--- src/rtl/keypad_scanner_if.sv ---
// Keypad pin and key-event bundle between the scanner (master) and the
// keypad pins / downstream debouncer (slave).
interface keypad_scanner_if;
  logic [3:0] col;
  logic [3:0] row;
  logic [3:0] key_code;
  logic       key_pressed;
  logic       new_key;

  modport master (
    input  col,
    output row,
    output key_code,
    output key_pressed,
    output new_key
  );

  modport slave (
    output col,
    input  row,
    input  key_code,
    input  key_pressed,
    input  new_key
  );
endinterface

--- src/rtl/keypad_scanner.sv ---
// 4x4 matrix keypad scanner: rotates an active-low row drive, locks onto one key
// and holds its row until release. Define GHOST_REJECT_EN to ignore multi-column samples.
module keypad_scanner #(
  parameter int SCAN_DIV = 1000
) (
  input  logic        clk,
  input  logic        reset,
  keypad_scanner_if.master kp
);

  localparam int CW = (SCAN_DIV > 1) ? $clog2(SCAN_DIV) : 1;

  typedef enum logic {SCAN, LOCK} state_t;

  state_t        state_q;
  logic [CW-1:0] cnt_q, cnt_d;
  logic [3:0]    col_meta_q, col_s_q;
  logic [3:0]    row_q, row_rot;
  logic [3:0]    key_code_q, key_d;
  logic          key_pressed_q, new_key_q;
  logic [1:0]    lock_col_q;
  logic [1:0]    row_idx, low_col;
  logic [3:0]    col_low;
  logic          sample, any_low, multi_low, lock_hit;

  // The column pins are asynchronous, so they only enter the logic via two flops.
  always_ff @(posedge clk or negedge reset) begin
    if (!reset) begin
      col_meta_q <= 4'b1111;
      col_s_q    <= 4'b1111;
    end else begin
      col_meta_q <= kp.col;
      col_s_q    <= col_meta_q;
    end
  end

  always_comb begin
    sample    = (cnt_q == CW'(SCAN_DIV - 1));
    cnt_d     = sample ? '0 : cnt_q + 1'b1;
    row_rot   = {row_q[2:0], row_q[3]};
    col_low   = ~col_s_q;
    any_low   = |col_low;
    multi_low = |(col_low & 4'(col_low - 4'd1));

    row_idx = 2'd0;
    case (row_q)
      4'b1101: row_idx = 2'd1;
      4'b1011: row_idx = 2'd2;
      4'b0111: row_idx = 2'd3;
      default: row_idx = 2'd0;
    endcase

    if (col_low[0])      low_col = 2'd0;
    else if (col_low[1]) low_col = 2'd1;
    else if (col_low[2]) low_col = 2'd2;
    else                 low_col = 2'd3;

`ifdef GHOST_REJECT_EN
    lock_hit = any_low & ~multi_low;
`else
    lock_hit = any_low;
`endif

    key_d = 4'h0;
    case ({row_idx, low_col})
      4'd0:  key_d = 4'h1;
      4'd1:  key_d = 4'h2;
      4'd2:  key_d = 4'h3;
      4'd3:  key_d = 4'hA;
      4'd4:  key_d = 4'h4;
      4'd5:  key_d = 4'h5;
      4'd6:  key_d = 4'h6;
      4'd7:  key_d = 4'hB;
      4'd8:  key_d = 4'h7;
      4'd9:  key_d = 4'h8;
      4'd10: key_d = 4'h9;
      4'd11: key_d = 4'hC;
      4'd12: key_d = 4'hE;
      4'd13: key_d = 4'h0;
      4'd14: key_d = 4'hF;
      default: key_d = 4'hD;
    endcase
  end

  // Scan/lock FSM; everything is decided only at the end of each dwell period,
  // and on release the row moves on so the same key needs a full rotation to relock.
  always_ff @(posedge clk or negedge reset) begin
    if (!reset) begin
      state_q       <= SCAN;
      cnt_q         <= '0;
      row_q         <= 4'b1110;
      key_code_q    <= 4'h0;
      key_pressed_q <= 1'b0;
      new_key_q     <= 1'b0;
      lock_col_q    <= 2'd0;
    end else begin
      cnt_q     <= cnt_d;
      new_key_q <= 1'b0;
      case (state_q)
        SCAN: begin
          if (sample) begin
            if (lock_hit) begin
              state_q       <= LOCK;
              lock_col_q    <= low_col;
              key_code_q    <= key_d;
              key_pressed_q <= 1'b1;
              new_key_q     <= 1'b1;
            end else begin
              row_q <= row_rot;
            end
          end
        end
        LOCK: begin
          if (sample && col_s_q[lock_col_q]) begin
            state_q       <= SCAN;
            key_pressed_q <= 1'b0;
            row_q         <= row_rot;
          end
        end
      endcase
    end
  end

  assign kp.row         = row_q;
  assign kp.key_code    = key_code_q;
  assign kp.key_pressed = key_pressed_q;
  assign kp.new_key     = new_key_q;

endmodule

--- src/flat_wrapper.sv ---
// flat-port wrapper written by rule: the top's interface ports become plain ports
module keypad_scanner_flat 
#(
  parameter int SCAN_DIV = 1000
)
  (clk, reset, kp_col, kp_row, kp_key_code, kp_key_pressed, kp_new_key);
  keypad_scanner_if kp_i ();
  input  logic clk;
  input  logic reset;
  input wire logic [$bits(kp_i.col)-1:0] kp_col;
  output wire logic [$bits(kp_i.row)-1:0] kp_row;
  output wire logic [$bits(kp_i.key_code)-1:0] kp_key_code;
  output wire logic [$bits(kp_i.key_pressed)-1:0] kp_key_pressed;
  output wire logic [$bits(kp_i.new_key)-1:0] kp_new_key;
  assign kp_i.col = kp_col;
  assign kp_row = kp_i.row;
  assign kp_key_code = kp_i.key_code;
  assign kp_key_pressed = kp_i.key_pressed;
  assign kp_new_key = kp_i.new_key;
  keypad_scanner #(.SCAN_DIV(SCAN_DIV)) u_core (.clk(clk), .reset(reset), .kp(kp_i));
endmodule
--- config.mk ---
export PLATFORM = sky130hd
export DESIGN_NAME = keypad_scanner_flat
export DESIGN_NICKNAME = d
export VERILOG_FILES = /design/src/rtl/keypad_scanner_if.sv /design/src/rtl/keypad_scanner.sv /design/src/flat_wrapper.sv
export SDC_FILE = /design/constraint.sdc
export NUM_CORES = 1
export LEC_CHECK = 0
export ABC_CLOCK_PERIOD_IN_PS = 1700
export BUFFER_PORTS_ARGS = -buffer_cell sky130_fd_sc_hd__buf_4
export CAP_MARGIN = 10
export CORE_MARGIN = 3
export CORE_UTILIZATION = 40
export CTS_CLUSTER_SIZE = 12
export DETAILED_ROUTE_END_ITERATION = 6
export GPL_TIMING_DRIVEN = 0
export SYNTH_ARGS = -nofsm -noshare
export SYNTH_HDL_FRONTEND = slang
export SYNTH_SLANG_ARGS = --single-unit
--- constraint.sdc ---
create_clock -name clk -period 1.7 [get_ports clk]
set_input_delay 0.17 -clock clk [delete_from_list [all_inputs] [get_ports clk]]
set_output_delay 0.17 -clock clk [all_outputs]
set_load 0.02 [all_outputs]
==> impl_metrics.yaml <==
sta:
  worst_hold_slack_ns: 0.2913
  period_needed_ns: 1.643
  drv_slew: 0
  setup_viol: 0
  post-route-period-util_pct: 96.66
  worst_slew_pin_slew_ns: 0.3870
  worst_slack_ns: 0.05686
  max_freq_ghz: 0.6086
  hold_viol: 0
  timing.slew.headroom_pct: 74.20
  finalClockSkew_ns: 0.01172
clock_network:
  cts.path.max_buffers: 2
  clk_pin_slew_worst_paths_ns: 0.10
  clock_sinks: 31
  clk-insertion-delay-late_ns: 0.33
  cts_made_buffers: 5
  clk_root_buffer_cell: "clkbuf_4"
  htree_levels: 2
  cts_tree: "yes"
drt:
  ant_nets: 0
  first_pass_iters: 4
  drt_iter0_drc: 53
  vias: 1055
  wire_per_inst_um: 13.00
  viasPerCell: 5.024
  drc: 0
  wirelength_mm: 2.731
job:
  cap_violations: 0
power_and_ir_drop:
  leakage_nw: 0.8117
  p_switching_w: 0.0002849
  combPwrFrac_pct: 4.8
  p_per_area_nw_per_um2: 679.1
  swShare_pct: 23.20
  p_clk_share_pct: 33.1
  power_frac_seq_pct: 62.0
  power.internal_w: 0.0009430
  vdd_ir_drop_max_mv: 0.4098
placement:
  port_buffers: 15
  gp_congestion: 0.8315
  hpwl_mm: 1.821
  place_ws_ns: -0.1360
global_route:
  grt_overflow_total: 0
  grt_pass1_wl_mm: 4.912
  grtUsageTotal_pct: 15.10
  grt_pass1_vias: 1043
  grt_max_degree: 32
  antenna_found_initial: 0
layout:
  antennaDiodeCount: 0
  nets: 175
  drive_above_1_share_pct: 34.15
  syn_to_final_growth_pct: 24.03
logic_synthesis:
  yosysWarnings: 0
  yosys.area.top_type: "dfrtp_1"
  synthAdderAreaFrac_pct: 5.150
  syn-cell-area_um2: 1458
  syn_nets: 140
  synth_top_family_by_area: "simple AND/OR/NAND/NOR gates"
  synthXorXnorAreaFrac_pct: 5.408
  yosysSeqAreaShare_pct: 54.16
  synthSimpleGateAreaFrac_pct: 15.45
  yosys_most_used_dff: "dfrtp_1"
  synth_seq_cells: 31
  synth.area.mux_share_pct: 4.635
  synth.most_common_cell: "dfrtp_1"
  synth_compound_area_share_pct: 12.79
  ys_top_cells_by_area: "dfrtp_1 34%, dfstp_2 20%, ha_1 5.2%"
  synth_cell_types: 37
  synth_common_cells: "20 x dfrtp_1, 11 x dfstp_2, 11 x nor2_1"
  synth_area_per_cell_um2: 11.39
  synth_cells: 128
  netlist.area_leader.share_pct: 34.33
  async_reset_ff_share_pct: 100.0
  synth-edff-count: 0
critical_path:
  r2r-start: "u_core.col_s_q[1]$_DFF_PN1_"
  cp_slowest_stage_delay_ns: 0.57
  crit_type: "flip-flop to flip-flop"
  required_ns: 1.91
  critPathMaxFanout: 5
  path_buf_inv: 0
  end_kind: "flip-flop"
  arrival_ns: 1.86
  crit_family: "flip-flops"
  crit_path_start: "u_core.col_s_q[1]$_DFF_PN1_"
  cpMaxStageDelayCell: "dfstp_2"
  path_cells: "nand4_1, or2_2, a21boi_4, mux2_4"
  start_kind: "flip-flop"
floorplan:
  start_util_pct: 42.67
  dieArea_um2: 4404
  rows: 21
  die_w_um: 66.37
  io_pins: 16
  die_h_um: 66.37
  core_um2: 3416
outcome:
  status: "completed"
min_path:
  min_path_type: "input port to async pin"
==> cells in the final DEF, fill, tap and decap left out, types with 2 or more instances in the layout <==
cell type      instances
buf_4                 24
dfrtp_1               20
nor2_1                11
dfstp_2               11
nand3_1                8
nand2_1                8
a21oi_1                6
o21ai_0                5
xnor2_1                5
ha_1                   5
clkbuf_4               5
dlygate4sd3_1          5
xor2_1                 4
inv_1                  3
o211ai_1               3
mux2_2                 3
nand4_1                2
nor2b_1                2
a22o_1                 2
inv_2                  2
or2_2                  2
a31oi_1                2
clkbuf_1               2
==> power by group through the flow <==
stage                     Sequential [W]  Combinational (W)  Clock [W]
after CTS                       0.000762          0.0000558   0.000426
final                           0.000762          0.0000593   0.000407
after detailed placement        0.000776          0.0000465          0
after global placement          0.000775          0.0000450          0
after global routing            0.000763          0.0000682   0.000472
after floorplan                 0.000773          0.0000184          0
==> worst register-to-register path, stage by stage, from the launching register on <==
cell and delay [ns]:
dfstp_2 0.57, nand4_1 0.11, or2_2 0.31, a21boi_4 0.21, mux2_4 0.32
==> area by class of cell <==
cell class	count	area (um^2)
Buffer	1	5.005
Clock buffer	7	45.04
Clock inverter	1	5.005
Fill cell	325	1608
Inverter	5	18.77
Multi-Input combinational cell	90	656.9
Sequential cell	31	789.5
Tap cell	46	57.56
Timing Repair Buffer	29	230.2
==> per-stage QoR <==
stage	util [%]	setup TNS [ns]	cell area, um^2	total power [W]	cells
4_1_cts	52.60	0	1797	0.001244	209
5_1_grt	52.93	-0.02312	1808	0.001304	210
6_report	52.93	0	1808	0.001228	210
3_5_place_dp	48.02	-0.3967	1640	0.0008222	189
3_3_place_gp	48.02	-0.3258	1640	0.0008196	189
2_1_floorplan	-	0	1470	0.0007918	128
==> registers in the layout, indices dropped and copies added, names as in the netlist <==
signal and count:
u_core.kp.new_key 1, u_core.lock_col_q 2, u_core.kp.key_code 4, u_core.cnt_q 10, u_core.col_meta_q 4, u_core.kp.key_pressed 1
u_core.state_q 1, u_core.col_s_q 4, u_core.kp.row 4
==> worst paths after layout <==
| kind | to | slack (ns) | cells after the start |
|---|---|---|---|
| hold reg to reg | u_core.col_s_q[0]$_DFF_PN1_ | 0.36 | 0 |
| min in group clk | u_core.col_s_q[0]$_DFF_PN1_ | 0.36 | 0 |
| hold / removal | u_core.cnt_q[5]$_DFF_PN0_ | 0.29 | 2 |
| setup reg to reg | u_core.kp.row[0]$_DFFE_PN0P_ | 0.06 | 4 |
| setup / recovery | u_core.kp.row[0]$_DFFE_PN0P_ | 0.06 | 4 |
| max in group asynchronous | u_core.col_s_q[0]$_DFF_PN1_ | 1.08 | 2 |
==> cell families after synthesis <==
| family | Yosys count |
|---|---|
| AO/OA/AOI/OAI | 27 |
| XOR/XNOR | 9 |
| adder cells (fa/ha/maj) | 6 |
| buffers and inverters | 7 |
| flip-flops | 31 |
| multiplexers | 5 |
| AND/OR/NAND/NOR | 43 |
==> layer usage <==
layer | vias to the layer above | track usage, % | share of wire [%]
met3 | 5 | 6.122 | 4.2
li1 | 532 | - | -
met1 | 493 | 19.74 | 47
met5 | - | 0 | 0
met2 | 25 | 22.06 | 47
met4 | 0 | 6.091 | 1.7
==> what timing repair did <==
action	CTS	global route
hold buffers	5	0
pin swaps	2	3
setup buffers	7	2
setup endpoints to repair	4	8
endpoints found under the hold margin	24	0
resized for setup	1	7
Power figures use the tool's default switching activity.
